<file path="src/rtl/hdmi_packet_pkg.sv">
// Shared types and helpers for the HDMI data-island packet scheduler:
// packet source select encoding, HB0 header bytes and the slot priority order.
package hdmi_packet_pkg;

  typedef enum logic [2:0] {
    SEL_NULL     = 3'd0,
    SEL_ACR      = 3'd1,
    SEL_AUDIO    = 3'd2,
    SEL_AVI      = 3'd3,
    SEL_AUDIO_IF = 3'd4,
    SEL_SPD      = 3'd5
  } packet_sel_t;

  localparam logic [7:0] HB0_NULL     = 8'h00;
  localparam logic [7:0] HB0_ACR      = 8'h01;
  localparam logic [7:0] HB0_AUDIO    = 8'h02;
  localparam logic [7:0] HB0_AVI      = 8'h82;
  localparam logic [7:0] HB0_AUDIO_IF = 8'h84;
  localparam logic [7:0] HB0_SPD      = 8'h83;

  localparam int PACKET_CYCLES = 32;

  // Bit positions inside the pending-request vector handed to select_packet.
  localparam int PEND_ACR      = 0;
  localparam int PEND_AUDIO    = 1;
  localparam int PEND_AVI      = 2;
  localparam int PEND_AUDIO_IF = 3;
  localparam int PEND_SPD      = 4;

  // Fixed priority: ACR > AUDIO > AVI > AUDIO_IF > SPD > NULL.
  function automatic packet_sel_t select_packet(input logic [4:0] pend);
    packet_sel_t sel;
    if (pend[PEND_ACR]) begin
      sel = SEL_ACR;
    end else if (pend[PEND_AUDIO]) begin
      sel = SEL_AUDIO;
    end else if (pend[PEND_AVI]) begin
      sel = SEL_AVI;
    end else if (pend[PEND_AUDIO_IF]) begin
      sel = SEL_AUDIO_IF;
    end else if (pend[PEND_SPD]) begin
      sel = SEL_SPD;
    end else begin
      sel = SEL_NULL;
    end
    return sel;
  endfunction

  // HB0 (packet type byte) that goes with each source select.
  function automatic logic [7:0] packet_hb0(input packet_sel_t sel);
    logic [7:0] hb0;
    case (sel)
      SEL_ACR:      hb0 = HB0_ACR;
      SEL_AUDIO:    hb0 = HB0_AUDIO;
      SEL_AVI:      hb0 = HB0_AVI;
      SEL_AUDIO_IF: hb0 = HB0_AUDIO_IF;
      SEL_SPD:      hb0 = HB0_SPD;
      default:      hb0 = HB0_NULL;
    endcase
    return hb0;
  endfunction

endpackage

</file>
<file path="src/rtl/hdmi_packet_scheduler_if.sv">
// Bundle between the timing generator / audio / ACR sources (master side)
// and the packet scheduler (slave side), which drives the assembler controls.
interface hdmi_packet_scheduler_if;
  import hdmi_packet_pkg::*;

  logic        island_start;
  logic [4:0]  island_packets;
  logic        frame_start;
  logic        acr_wrap;
  logic        audio_pending;
  logic        audio_pop;
  logic        island_active;
  logic        packet_start;
  logic [4:0]  packet_pixel;
  packet_sel_t packet_sel;
  logic [7:0]  packet_type;
  logic        island_overlap;

  modport master (
    output island_start, island_packets, frame_start, acr_wrap, audio_pending,
    input  audio_pop, island_active, packet_start, packet_pixel, packet_sel,
           packet_type, island_overlap
  );

  modport slave (
    input  island_start, island_packets, frame_start, acr_wrap, audio_pending,
    output audio_pop, island_active, packet_start, packet_pixel, packet_sel,
           packet_type, island_overlap
  );

endinterface

</file>
<file path="src/rtl/hdmi_packet_scheduler.sv">
// Picks the packet carried in each 32-pixel slot of a data island and drives
// the assembler's source select, HB0 and in-slot pixel index. All outputs
// come straight from registers.
module hdmi_packet_scheduler
  import hdmi_packet_pkg::*;
#(
  parameter int MAX_PACKETS      = 18,
  parameter int INFOFRAME_PERIOD = 1,
  parameter bit SPD_ENABLE       = 1'b1
) (
  input logic clk_pixel,
  input logic reset,
  hdmi_packet_scheduler_if.slave bus
);

  localparam logic [4:0] MAX_SLOTS  = 5'(MAX_PACKETS);
  localparam logic [4:0] PIX_LAST   = 5'(PACKET_CYCLES - 1);
  localparam logic [7:0] FRAME_LAST = 8'(INFOFRAME_PERIOD - 1);

  typedef enum logic {IDLE = 1'b0, ACTIVE = 1'b1} state_t;

  state_t      state;
  logic [4:0]  pix;
  logic [4:0]  slots_left;
  logic [7:0]  frame_cnt;
  logic        acr_wrap_q;
  logic        acr_pend;
  logic        avi_pend;
  logic        aif_pend;
  logic        spd_pend;
  logic        active;
  logic        start_pulse;
  logic        pop;
  logic        overlap;
  packet_sel_t cur_sel;
  logic [7:0]  cur_type;

  logic [4:0]  slot_count;
  logic        decide;
  logic        acr_set;
  logic        info_set;
  packet_sel_t choice;

  // Clamp the requested slot count into 1..MAX_PACKETS.
  always_comb begin
    slot_count = bus.island_packets;
    if (bus.island_packets == 5'd0) begin
      slot_count = 5'd1;
    end else if (bus.island_packets > MAX_SLOTS) begin
      slot_count = MAX_SLOTS;
    end else begin
      slot_count = bus.island_packets;
    end
  end

  // Slot-decision strobe, new-request detection and the priority pick.
  always_comb begin
    decide   = ((state == IDLE) && bus.island_start) ||
               ((state == ACTIVE) && (pix == PIX_LAST) && (slots_left != 5'd1));
    acr_set  = (bus.acr_wrap != acr_wrap_q);
    info_set = bus.frame_start && (frame_cnt == 8'd0);
    choice   = select_packet({spd_pend, aif_pend, avi_pend, bus.audio_pending, acr_pend});
  end

  // Island FSM, slot timer, pending flags and registered outputs.
  always_ff @(posedge clk_pixel) begin
    if (reset) begin
      state       <= IDLE;
      pix         <= 5'd0;
      slots_left  <= 5'd0;
      frame_cnt   <= 8'd0;
      acr_wrap_q  <= bus.acr_wrap;
      acr_pend    <= 1'b0;
      avi_pend    <= 1'b0;
      aif_pend    <= 1'b0;
      spd_pend    <= 1'b0;
      active      <= 1'b0;
      start_pulse <= 1'b0;
      pop         <= 1'b0;
      overlap     <= 1'b0;
      cur_sel     <= SEL_NULL;
      cur_type    <= HB0_NULL;
    end else begin
      // A new request in the consuming cycle wins over the clear.
      acr_wrap_q <= bus.acr_wrap;
      acr_pend   <= acr_set | (acr_pend & ~(decide && (choice == SEL_ACR)));
      avi_pend   <= info_set | (avi_pend & ~(decide && (choice == SEL_AVI)));
      aif_pend   <= info_set | (aif_pend & ~(decide && (choice == SEL_AUDIO_IF)));
      spd_pend   <= (info_set & SPD_ENABLE) | (spd_pend & ~(decide && (choice == SEL_SPD)));

      if (bus.frame_start) begin
        frame_cnt <= (frame_cnt == FRAME_LAST) ? 8'd0 : frame_cnt + 8'd1;
      end

      start_pulse <= decide;
      pop         <= decide && (choice == SEL_AUDIO);
      if (decide) begin
        cur_sel  <= choice;
        cur_type <= packet_hb0(choice);
      end

      case (state)
        IDLE: begin
          if (bus.island_start) begin
            state      <= ACTIVE;
            active     <= 1'b1;
            pix        <= 5'd0;
            slots_left <= slot_count;
          end
        end
        ACTIVE: begin
          if (bus.island_start) begin
            overlap <= 1'b1;
          end
          if (pix == PIX_LAST) begin
            pix <= 5'd0;
            if (slots_left == 5'd1) begin
              state    <= IDLE;
              active   <= 1'b0;
              cur_sel  <= SEL_NULL;
              cur_type <= HB0_NULL;
            end else begin
              slots_left <= slots_left - 5'd1;
            end
          end else begin
            pix <= pix + 5'd1;
          end
        end
        default: begin
          state  <= IDLE;
          active <= 1'b0;
        end
      endcase
    end
  end

  assign bus.island_active  = active;
  assign bus.packet_start   = start_pulse;
  assign bus.packet_pixel   = pix;
  assign bus.packet_sel     = cur_sel;
  assign bus.packet_type    = cur_type;
  assign bus.audio_pop      = pop;
  assign bus.island_overlap = overlap;

endmodule

</file>
<file path="src/flat_wrapper.sv">
// flat-port wrapper written by rule: the top's interface ports become plain ports
module hdmi_packet_scheduler_flat import hdmi_packet_pkg::*;
#(
  parameter int MAX_PACKETS      = 18,
  parameter int INFOFRAME_PERIOD = 1,
  parameter bit SPD_ENABLE       = 1'b1
)
  (clk_pixel, reset, bus_island_start, bus_island_packets, bus_frame_start, bus_acr_wrap, bus_audio_pending, bus_audio_pop, bus_island_active, bus_packet_start, bus_packet_pixel, bus_packet_sel, bus_packet_type, bus_island_overlap);
  hdmi_packet_scheduler_if bus_i ();
  input logic clk_pixel;
  input logic reset;
  input wire logic [$bits(bus_i.island_start)-1:0] bus_island_start;
  input wire logic [$bits(bus_i.island_packets)-1:0] bus_island_packets;
  input wire logic [$bits(bus_i.frame_start)-1:0] bus_frame_start;
  input wire logic [$bits(bus_i.acr_wrap)-1:0] bus_acr_wrap;
  input wire logic [$bits(bus_i.audio_pending)-1:0] bus_audio_pending;
  output wire logic [$bits(bus_i.audio_pop)-1:0] bus_audio_pop;
  output wire logic [$bits(bus_i.island_active)-1:0] bus_island_active;
  output wire logic [$bits(bus_i.packet_start)-1:0] bus_packet_start;
  output wire logic [$bits(bus_i.packet_pixel)-1:0] bus_packet_pixel;
  output wire logic [$bits(bus_i.packet_sel)-1:0] bus_packet_sel;
  output wire logic [$bits(bus_i.packet_type)-1:0] bus_packet_type;
  output wire logic [$bits(bus_i.island_overlap)-1:0] bus_island_overlap;
  assign bus_i.island_start = bus_island_start;
  assign bus_i.island_packets = bus_island_packets;
  assign bus_i.frame_start = bus_frame_start;
  assign bus_i.acr_wrap = bus_acr_wrap;
  assign bus_i.audio_pending = bus_audio_pending;
  assign bus_audio_pop = bus_i.audio_pop;
  assign bus_island_active = bus_i.island_active;
  assign bus_packet_start = bus_i.packet_start;
  assign bus_packet_pixel = bus_i.packet_pixel;
  assign bus_packet_sel = bus_i.packet_sel;
  assign bus_packet_type = bus_i.packet_type;
  assign bus_island_overlap = bus_i.island_overlap;
  hdmi_packet_scheduler #(.MAX_PACKETS(MAX_PACKETS), .INFOFRAME_PERIOD(INFOFRAME_PERIOD), .SPD_ENABLE(SPD_ENABLE)) u_core (.clk_pixel(clk_pixel), .reset(reset), .bus(bus_i));
endmodule
</file>
<file path="config.mk">
export PLATFORM = sky130hd
export DESIGN_NAME = hdmi_packet_scheduler_flat
export DESIGN_NICKNAME = d
export VERILOG_FILES = /design/src/rtl/hdmi_packet_pkg.sv /design/src/rtl/hdmi_packet_scheduler_if.sv /design/src/rtl/hdmi_packet_scheduler.sv /design/src/flat_wrapper.sv
export SDC_FILE = /design/constraint.sdc
export NUM_CORES = 1
export LEC_CHECK = 0
export CAP_MARGIN = 20
export CELL_PAD_IN_SITES_DETAIL_PLACEMENT = 0
export CELL_PAD_IN_SITES_GLOBAL_PLACEMENT = 2
export CORE_ASPECT_RATIO = 0.5
export CORE_MARGIN = 2
export CORE_UTILIZATION = 35
export CTS_BUF_LIST = sky130_fd_sc_hd__clkbuf_8
export CTS_CLUSTER_SIZE = 30
export DETAILED_ROUTE_END_ITERATION = 8
export PLACE_DENSITY_LB_ADDON = 0.1
export SKIP_LAST_GASP = 1
export SLEW_MARGIN = 20
export SYNTH_ARGS = -nofsm -noshare
export SYNTH_HDL_FRONTEND = slang
export SYNTH_SLANG_ARGS = --single-unit
</file>
<file path="constraint.sdc">
create_clock -name clk_pixel -period 5.6 [get_ports clk_pixel]
set_input_delay 1.12 -clock clk_pixel [delete_from_list [all_inputs] [get_ports clk_pixel]]
set_output_delay 1.12 -clock clk_pixel [all_outputs]
set_load 0.05 [all_outputs]
</file>
==> results.sh, run 1 <==
export IMPL_root_buffer="clkbuf_8"
export IMPL_hold_buffers=0
export IMPL_fmax_mhz=373
export IMPL_initial_core_util_pct=36.1
export IMPL_ctsResizeCount=0
export IMPL_io_buffers=30
export IMPL_yosysMostFrequentCell="dfxtp_1"
export IMPL_synth_seq_area_share_pct=44.3
export IMPL_layout_nets=248
export IMPL_start_kind="input pin"
export IMPL_max_cap_violations=0
export IMPL_synth_area_per_cell_sq_um=8.69
export IMPL_holdPathStages=2
export IMPL_antenna_found_initial=0
export IMPL_vias_per_cell=4.76
export IMPL_p_int_mw=0.428
export IMPL_dp_cells=294
export IMPL_stdcell_count=302
export IMPL_async_flop_share_pct=0
export IMPL_drtPass1Iterations=4
export IMPL_yosysTopAreaCell="dfxtp_1"
export IMPL_synth_warnings=0
export IMPL_routed_wl_um=3640
export IMPL_overflow=0
export IMPL_seq_power_share_pct=50.3
export IMPL_share_comb_of_total_power_pct=15.6
export IMPL_setup_viol=0
export IMPL_fin_ws_ns=2.92
export IMPL_cp_max_fo=21
export IMPL_hold_class="reg -> reg"
export IMPL_arrival_ns=2.91
export IMPL_cts_path_max_buffers=2
export IMPL_drive_above_1_share_pct=8.19
export IMPL_avgRoutedWirePerCell_um=12.0
export IMPL_die_area_sq_um=5660
export IMPL_num_rows=18
export IMPL_fin_setup_tns_ns=0
export IMPL_tightest_slew_ns=0.574
export IMPL_syn_area_sq_um=1760
export IMPL_synth_seq_cells=39
export IMPL_cts_setup_buffers=0
export IMPL_peakVddDrop_mv=0.0968
export IMPL_drt_drc_violations_left=0
export IMPL_clk_pin_slew_ns=0.09
export IMPL_fp_coreArea_sq_um=4890
export IMPL_critPathCaptureType="flip-flop"
export IMPL_dp_slack_ns=2.61
export IMPL_h_tree_depth=2
export IMPL_fin_crit_ns=2.68
export IMPL_switching_power_mw=0.175
export IMPL_netlist_top_cells_count="39 x dfxtp_1, 28 x nor2_1, 23 x a21oi_1"
export IMPL_die_width_um=104
export IMPL_worstSetupPathType="in -> reg"
export IMPL_synthCells=203
export IMPL_finClkSkew_ns=0.00876
export IMPL_final_fill_count=507
export IMPL_drt_iter0_drc=31
export IMPL_reg2reg_depth=7
export IMPL_die_h_um=54.2
export IMPL_outcome="finished clean"
export IMPL_p_leak_nw=0.793
export IMPL_grt_max_degree=22
export IMPL_clkSinkCount=39
export IMPL_synth_nets=220
export IMPL_synth_cell_types=44
export IMPL_synth_area_leaders="dfxtp_1 44%, a21oi_1 6.5%, nor2_1 6.0%, ha_1 4.3%, nand2_1 3.6%"
export IMPL_synth_top_area_share_pct=44.3
export IMPL_hold_viol=0
export IMPL_synth_ff_type="dfxtp_1"
export IMPL_power_density_nw_per_um2=276
export IMPL_period_share_pct=47.8
export IMPL_grt_pass1_wl_um=5990
export IMPL_grt_pass1_vias=1295
export IMPL_slew_headroom_pct=61.7
export IMPL_cp_required_ns=5.83
export IMPL_dp_hpwl_um=2560
export IMPL_cts_buffers=5
export IMPL_rsz0062_at_grt="false"
export IMPL_area_growth_pct=24.0
export IMPL_slew_viol_final=0
export IMPL_ant_nets=0
export IMPL_switching_share_pct=29.1
export IMPL_clock_latency_ns=0.30
export IMPL_synth_edf_count=0
export IMPL_io_pins=31
export IMPL_track_usage_pct=14.0
export IMPL_insertedDiodeCount=0
export IMPL_power_frac_clock_pct=34.2
export IMPL_vias=1438
export IMPL_routabilityCongestion=0.728
export IMPL_cts_tree="built"
cell type report:
cell class                      instances  area (sq um)  share of cell area, %
Multi-Input combinational cell        145           878                   40.2
Tap cell                               70          87.6                   4.00
Clock inverter                          2          16.3                  0.744
Clock buffer                            6          82.6                   3.78
Timing Repair Buffer                   31           308                   14.1
Inverter                                9          33.8                   1.54
Sequential cell                        39           781                   35.7
cell families after synthesis:
family	count (synthesis)	synth area share (%)
buffers and inverters	19	5.96
xor gates and xnor gates	8	3.97
DFF	39	44.3
adders and majority gates	7	4.82
AOI/OAI and AO/OA	44	16.0
and+or+nand+nor	84	23.9
muxes	2	1.13
metal layers:
metal | vias up | part of all wire, % | global-route usage, %
met5 | - | 0 | 0
met4 | 0 | 1.4 | 6.76
met3 | 6 | 3.5 | 4.72
met2 | 13 | 46 | 24.7
met1 | 659 | 49 | 15.9
li1 | 760 | - | -
stage by stage:
step / power (mW) / utilization (%) / instance area, sq um / hold WS [ns]
5_1_grt: 0.637 / 44.8 / 2190 / 0.476
6_report: 0.604 / 44.8 / 2190 / 0.457
4_1_cts: 0.615 / 44.8 / 2190 / 0.460
3_5_place_dp: 0.405 / 42.7 / 2090 / 0.445
3_3_place_gp: 0.405 / 42.7 / 2090 / 0.442
2_1_floorplan: 0.377 / - / 1760 / 0.453
layout by cell type (no fill, tap or decap), types with 4 or more instances in the layout:
cell type and count:
nand2_1 17, inv_1 9, and2_1 5, clkbuf_8 6, nand4_1 5, nor2_1 28
o21ai_0 7, nor3_1 11, xor2_1 4, clkdlybuf4s50_1 30, dfxtp_1 39, a21oi_1 23
xnor2_1 4, ha_1 6
final timing paths:
| kind | start | endpoint | slack (ns) |
|---|---|---|---|
| worst max-delay path | bus_island_start | u_core.bus.packet_type[7] | 2.92 |
| worst min register to register | u_core.bus.packet_type[2] | u_core.bus.packet_type[2] | 0.46 |
| worst min-delay path | u_core.bus.packet_type[2] | u_core.bus.packet_type[2] | 0.46 |
| worst max register to register | u_core.bus.packet_pixel[0] | u_core.bus.packet_type[7] | 3.23 |
flip-flops by register name (all words and copies together) (netlist names):
register / flops
u_core.bus.packet_type: 8
u_core.frame_cnt: 8
u_core.bus.packet_pixel: 5
u_core.slots_left: 5
u_core.bus.packet_sel: 3
u_core.acr_pend: 1
u_core.acr_wrap_q: 1
u_core.aif_pend: 1
u_core.avi_pend: 1
u_core.bus.audio_pop: 1
u_core.bus.island_active: 1
u_core.bus.island_overlap: 1
u_core.bus.packet_start: 1
u_core.spd_pend: 1
u_core.state: 1
power by group through the flow:
stage          registers (mW)  logic (mW)  clock network (mW)
2_1_floorplan           0.323      0.0542                   0
3_3_place_gp            0.310      0.0947                   0
3_5_place_dp            0.310      0.0946                   0
4_1_cts                 0.304      0.0952               0.216
5_1_grt                 0.306       0.104               0.226
6_report                0.303      0.0940               0.206
worst max-delay path, stage by stage:
cell and delay (ns):
clkdlybuf4s50_1 0.59, and2b_1 0.27, a21oi_4 0.13, or4_2 0.65, a21oi_1 0.15
Note: power is estimated with default switching activity, not from simulation.
==> run 2: changes to the inputs <==
Settings changed: CORE_UTILIZATION 35 to 29.
Clock period 5.6 ns to 2.2 ns, I/O delays scaled along.
==> results.sh, run 2 (synthesis results as in run 1) <==
export IMPL_outcome="finished clean"
export IMPL_track_usage_pct=12.8
export IMPL_p_leak_nw=0.840
export IMPL_routabilityCongestion=0.758
export IMPL_avgRoutedWirePerCell_um=12.2
export IMPL_vias_per_cell=4.74
export IMPL_cp_startpoint="u_core.bus.packet_pixel[0]"
export IMPL_h_tree_depth=2
export IMPL_worstSetupPathType="reg -> reg"
export IMPL_fmax_mhz=489
export IMPL_initial_core_util_pct=29.5
export IMPL_root_buffer="clkbuf_8"
export IMPL_slew_headroom_pct=66.6
export IMPL_io_buffers=30
export IMPL_grt_pass1_vias=1407
export IMPL_drive_above_1_share_pct=13.2
export IMPL_regToRegSetupSlack_ns=0.16
export IMPL_power_density_nw_per_um2=686
export IMPL_hold_end="u_core.bus.packet_type[3]"
export IMPL_die_area_sq_um=6760
export IMPL_fp_coreArea_sq_um=5980
export IMPL_vias=1511
export IMPL_final_cell_mix="37 x dfxtp_1, 30 x clkdlybuf4s50_1, 28 x nor2_1"
export IMPL_max_cap_violations=0
export IMPL_die_width_um=114
export IMPL_grt_pass1_wl_um=6570
export IMPL_routed_wl_um=3880
export IMPL_final_common_cell="dfxtp_1"
export IMPL_total_power_mw=1.56
export IMPL_drt_iter0_drc=91
export IMPL_finClkSkew_ns=0.00646
export IMPL_clkSinkCount=39
export IMPL_p_int_mw=1.10
export IMPL_hold_buffers=0
export IMPL_rsz0062_at_grt="false"
export IMPL_cts_path_max_buffers=2
export IMPL_fin_crit_ns=2.04
export IMPL_start_kind="flip-flop"
export IMPL_antenna_found_initial=0
export IMPL_switching_share_pct=29.3
export IMPL_reg2reg_depth=7
export IMPL_min_delay_start="u_core.bus.packet_type[3]"
export IMPL_area_growth_pct=29.0
export IMPL_num_rows=20
export IMPL_cp_required_ns=2.44
export IMPL_placedInstanceArea_sq_um=2170
export IMPL_grt_max_degree=14
export IMPL_fin_setup_tns_ns=0
export IMPL_cp_max_fo=6
export IMPL_r2r_end="u_core.bus.packet_type[7]"
export IMPL_ant_nets=0
export IMPL_drt_drc_violations_left=0
export IMPL_cts_setup_buffers=0
export IMPL_seq_power_share_pct=49.3
export IMPL_ctsResizeCount=0
export IMPL_drtPass1Iterations=4
export IMPL_cts_buffers=5
export IMPL_overflow=0
export IMPL_post_route_cell_area_sq_um=2280
export IMPL_switching_power_mw=0.458
export IMPL_holdPathStages=1
export IMPL_peakVddDrop_mv=0.273
export IMPL_layout_nets=258
export IMPL_setup_viol=0
export IMPL_period_share_pct=92.9
export IMPL_insertedDiodeCount=0
export IMPL_hold_class="reg -> reg"
export IMPL_final_fill_count=630
export IMPL_power_frac_clock_pct=34.2
export IMPL_share_comb_of_total_power_pct=16.5
export IMPL_critPathCaptureType="flip-flop"
export IMPL_clock_latency_ns=0.30
export IMPL_arrival_ns=2.28
export IMPL_tightest_slew_ns=0.500
export IMPL_cts_tree="built"
export IMPL_die_h_um=59.2
export IMPL_dp_hpwl_um=2850
export IMPL_io_pins=31
export IMPL_slew_viol_final=0
export IMPL_hold_viol=0
export IMPL_rr_startpoint="u_core.bus.packet_pixel[0]"
export IMPL_clk_pin_slew_ns=0.08
[run 2: how the worst max path moves through the flow]
stage	endpoint	slack [ns]	cells after the start
final	u_core.bus.packet_type[7]	0.16	7
after global routing	u_core.bus.packet_sel[1]	0.03	8
after floorplan	u_core.bus.packet_type[7]	0.007	6
after global placement	u_core.bus.packet_sel[1]	0.15	6
after CTS	u_core.bus.packet_type[7]	0.13	7
after detailed placement	u_core.bus.packet_type[7]	0.14	5
[run 2: power by group through the flow]
stage	registers [mW]	logic, mW	clock network [mW]
2_1_floorplan	0.823	0.138	0
3_3_place_gp	0.787	0.264	0
3_5_place_dp	0.787	0.261	0
4_1_cts	0.770	0.262	0.565
5_1_grt	0.775	0.286	0.594
6_report	0.770	0.258	0.534
[run 2: critical path, stage by stage, from the launching register on]
cell and delay (ns):
dfxtp_2 0.37, ha_1 0.18, and3_1 0.18, ha_2 0.20, and2_1 0.20, a21oi_4 0.09, or4_2 0.61, a21oi_1 0.15
[run 2: final cells by class]
cell class | instances | area (sq um) | area share (%)
multi-input combinational | 145 | 881 | 38.7
sequential | 39 | 783 | 34.4
inverter | 9 | 33.8 | 1.48
clock buffer | 6 | 82.6 | 3.63
clock inverter | 2 | 16.3 | 0.715
tap | 77 | 96.3 | 4.23
timing repair buffer | 41 | 383 | 16.8
[run 2: routing by layer]
metal | track usage [%] | share of wire [%] | vias to the layer above
met5 | 0 | 0 | -
met4 | 5.23 | 1.5 | 0
met3 | 4.70 | 4.4 | 8
met2 | 20.9 | 44 | 26
met1 | 15.6 | 50 | 695
li1 | - | - | 782
[run 2: through the flow]
stage                     instances  setup slack [ns]  utilization [%]  hold WS (ns)
final                           319             0.156             38.1         0.461
after floorplan                 203           0.00743                -         0.453
after global placement          311             0.150             36.4         0.444
after global routing            319            0.0292             38.1         0.481
after CTS                       319             0.129             38.0         0.466
after detailed placement        311             0.140             36.4         0.445
==> run 3: changes to the inputs <==
Settings changed: PLACE_DENSITY_LB_ADDON 0.1 to 0.12, SKIP_CTS_REPAIR_TIMING set to 1.
==> results.sh, run 3 (synthesis results as in run 1) <==
export IMPL_outcome="finished clean"
export IMPL_start_kind="flip-flop"
export IMPL_h_tree_depth=2
export IMPL_overflow=0
export IMPL_tightest_slew_ns=0.502
export IMPL_cp_cell_sequence="ha_1 > and3_1 > ha_2 > and2_4 > a21oi_4 > or4_2 > a21oi_1"
export IMPL_peakVddDrop_mv=0.303
export IMPL_drt_drc_violations_left=0
export IMPL_critPathCaptureType="flip-flop"
export IMPL_grt_pass1_wl_um=6470
export IMPL_finClkSkew_ns=0.00258
export IMPL_max_cap_violations=0
export IMPL_p_leak_nw=0.850
export IMPL_clk_pin_slew_ns=0.08
export IMPL_r2r_end="u_core.bus.packet_type[7]"
export IMPL_power_density_nw_per_um2=725
export IMPL_clkSinkCount=39
export IMPL_drt_iter0_drc=39
export IMPL_final_common_cell="dfxtp_1"
export IMPL_rsz0062_at_grt="false"
export IMPL_vias=1484
export IMPL_track_usage_pct=12.7
export IMPL_min_delay_start="u_core.bus.packet_type[1]"
export IMPL_cts_tree="built"
export IMPL_hold_end="u_core.bus.packet_type[1]"
export IMPL_setup_viol=0
export IMPL_clock_latency_ns=0.30
export IMPL_holdPathStages=2
export IMPL_ant_nets=0
export IMPL_crit_buf_inv=0
export IMPL_fin_setup_tns_ns=0
export IMPL_crit_family="simple AND/OR/NAND/NOR gates"
export IMPL_fin_ws_ns=0.187
export IMPL_period_share_pct=91.5
export IMPL_layout_nets=257
export IMPL_dp_slack_ns=0.142
export IMPL_die_area_sq_um=6760
export IMPL_insertedDiodeCount=0
export IMPL_dp_hpwl_um=2850
export IMPL_fmax_mhz=497
export IMPL_die_h_um=59.2
export IMPL_fp_coreArea_sq_um=5980
export IMPL_slew_headroom_pct=66.4
export IMPL_reg2reg_depth=7
export IMPL_drtPass1Iterations=4
export IMPL_cp_required_ns=2.43
export IMPL_num_rows=20
export IMPL_drive_above_1_share_pct=13.3
export IMPL_root_buffer="clkbuf_8"
export IMPL_die_width_um=114
export IMPL_grt_max_degree=13
export IMPL_routabilityCongestion=0.735
export IMPL_routed_wl_um=3890
export IMPL_hold_class="reg -> reg"
export IMPL_area_growth_pct=29.8
export IMPL_cp_max_fo=6
export IMPL_initial_core_util_pct=29.5
export IMPL_arrival_ns=2.25
export IMPL_final_cell_mix="37 x dfxtp_1, 30 x clkdlybuf4s50_1, 28 x nor2_1"
export IMPL_worstSetupPathType="reg -> reg"
export IMPL_io_buffers=30
export IMPL_total_power_mw=1.66
export IMPL_grt_pass1_vias=1362
export IMPL_slowest_stage="or4_2"
export IMPL_vias_per_cell=4.67
export IMPL_io_pins=31
export IMPL_antenna_found_initial=0
export IMPL_cts_path_max_buffers=2
export IMPL_rr_startpoint="u_core.bus.packet_pixel[0]"
export IMPL_fin_crit_ns=2.01
export IMPL_cts_buffers=5
export IMPL_slew_viol_final=0
export IMPL_hold_viol=0
export IMPL_avgRoutedWirePerCell_um=12.2
export IMPL_max_stage_delay_ns=0.62
export IMPL_regToRegSetupSlack_ns=0.19
-- run 3: final cells by class --
class / count / area, sq um
fillers: 618 / 3690
flip-flops and latches: 39 / 783
well taps: 77 / 96.3
multi-input cells: 145 / 883
repair buffers: 40 / 375
clock buffers: 6 / 82.6
clock inverters: 2 / 35.0
inverters: 9 / 33.8
-- run 3: per-stage QoR --
stage,cells,hold slack [ns],utilization (%),cell area [sq um]
after CTS,318,0.460,38.2,2280
after global routing,318,0.484,38.3,2290
after floorplan,203,0.453,-,1770
after detailed placement,310,0.449,36.2,2170
final,318,0.456,38.3,2290
after global placement,310,0.443,36.2,2170
-- run 3: worst max path at each step --
stage                                endpoint                       start  cells past startpoint  slack, ns
finish              u_core.bus.packet_type[7]  u_core.bus.packet_pixel[0]                      7       0.19
global placement    u_core.bus.packet_type[7]            bus_island_start                      5       0.15
floorplan           u_core.bus.packet_type[7]  u_core.bus.packet_pixel[2]                      6      0.007
detailed placement  u_core.bus.packet_type[7]            bus_island_start                      5       0.14
CTS                 u_core.bus.packet_type[7]  u_core.bus.packet_pixel[0]                      7       0.10
global route        u_core.bus.packet_type[7]  u_core.bus.packet_pixel[0]                      7       0.03
-- run 3: tightest hold or removal path: cells and delay by family, from the launching register on --
family	cells	cell delay, ns
flip-flops	1	0.31
AND/OR/NAND/NOR	1	0.05
AO/OA/AOI/OAI	1	0.05
-- run 3: power breakdown --
| part | internal (mW) | switching, mW |
|---|---|---|
| Clock | 0.367 | 0.264 |
| Combinational | 0.107 | 0.150 |
| Sequential | 0.738 | 0.0321 |
-- run 3: layer usage --
layer	vias up	track usage (%)	share of wire [%]
met5	-	0	0
met4	0	5.23	1.4
met3	7	4.70	4.0
met2	17	19.0	43
met1	680	16.6	51
li1	780	-	-
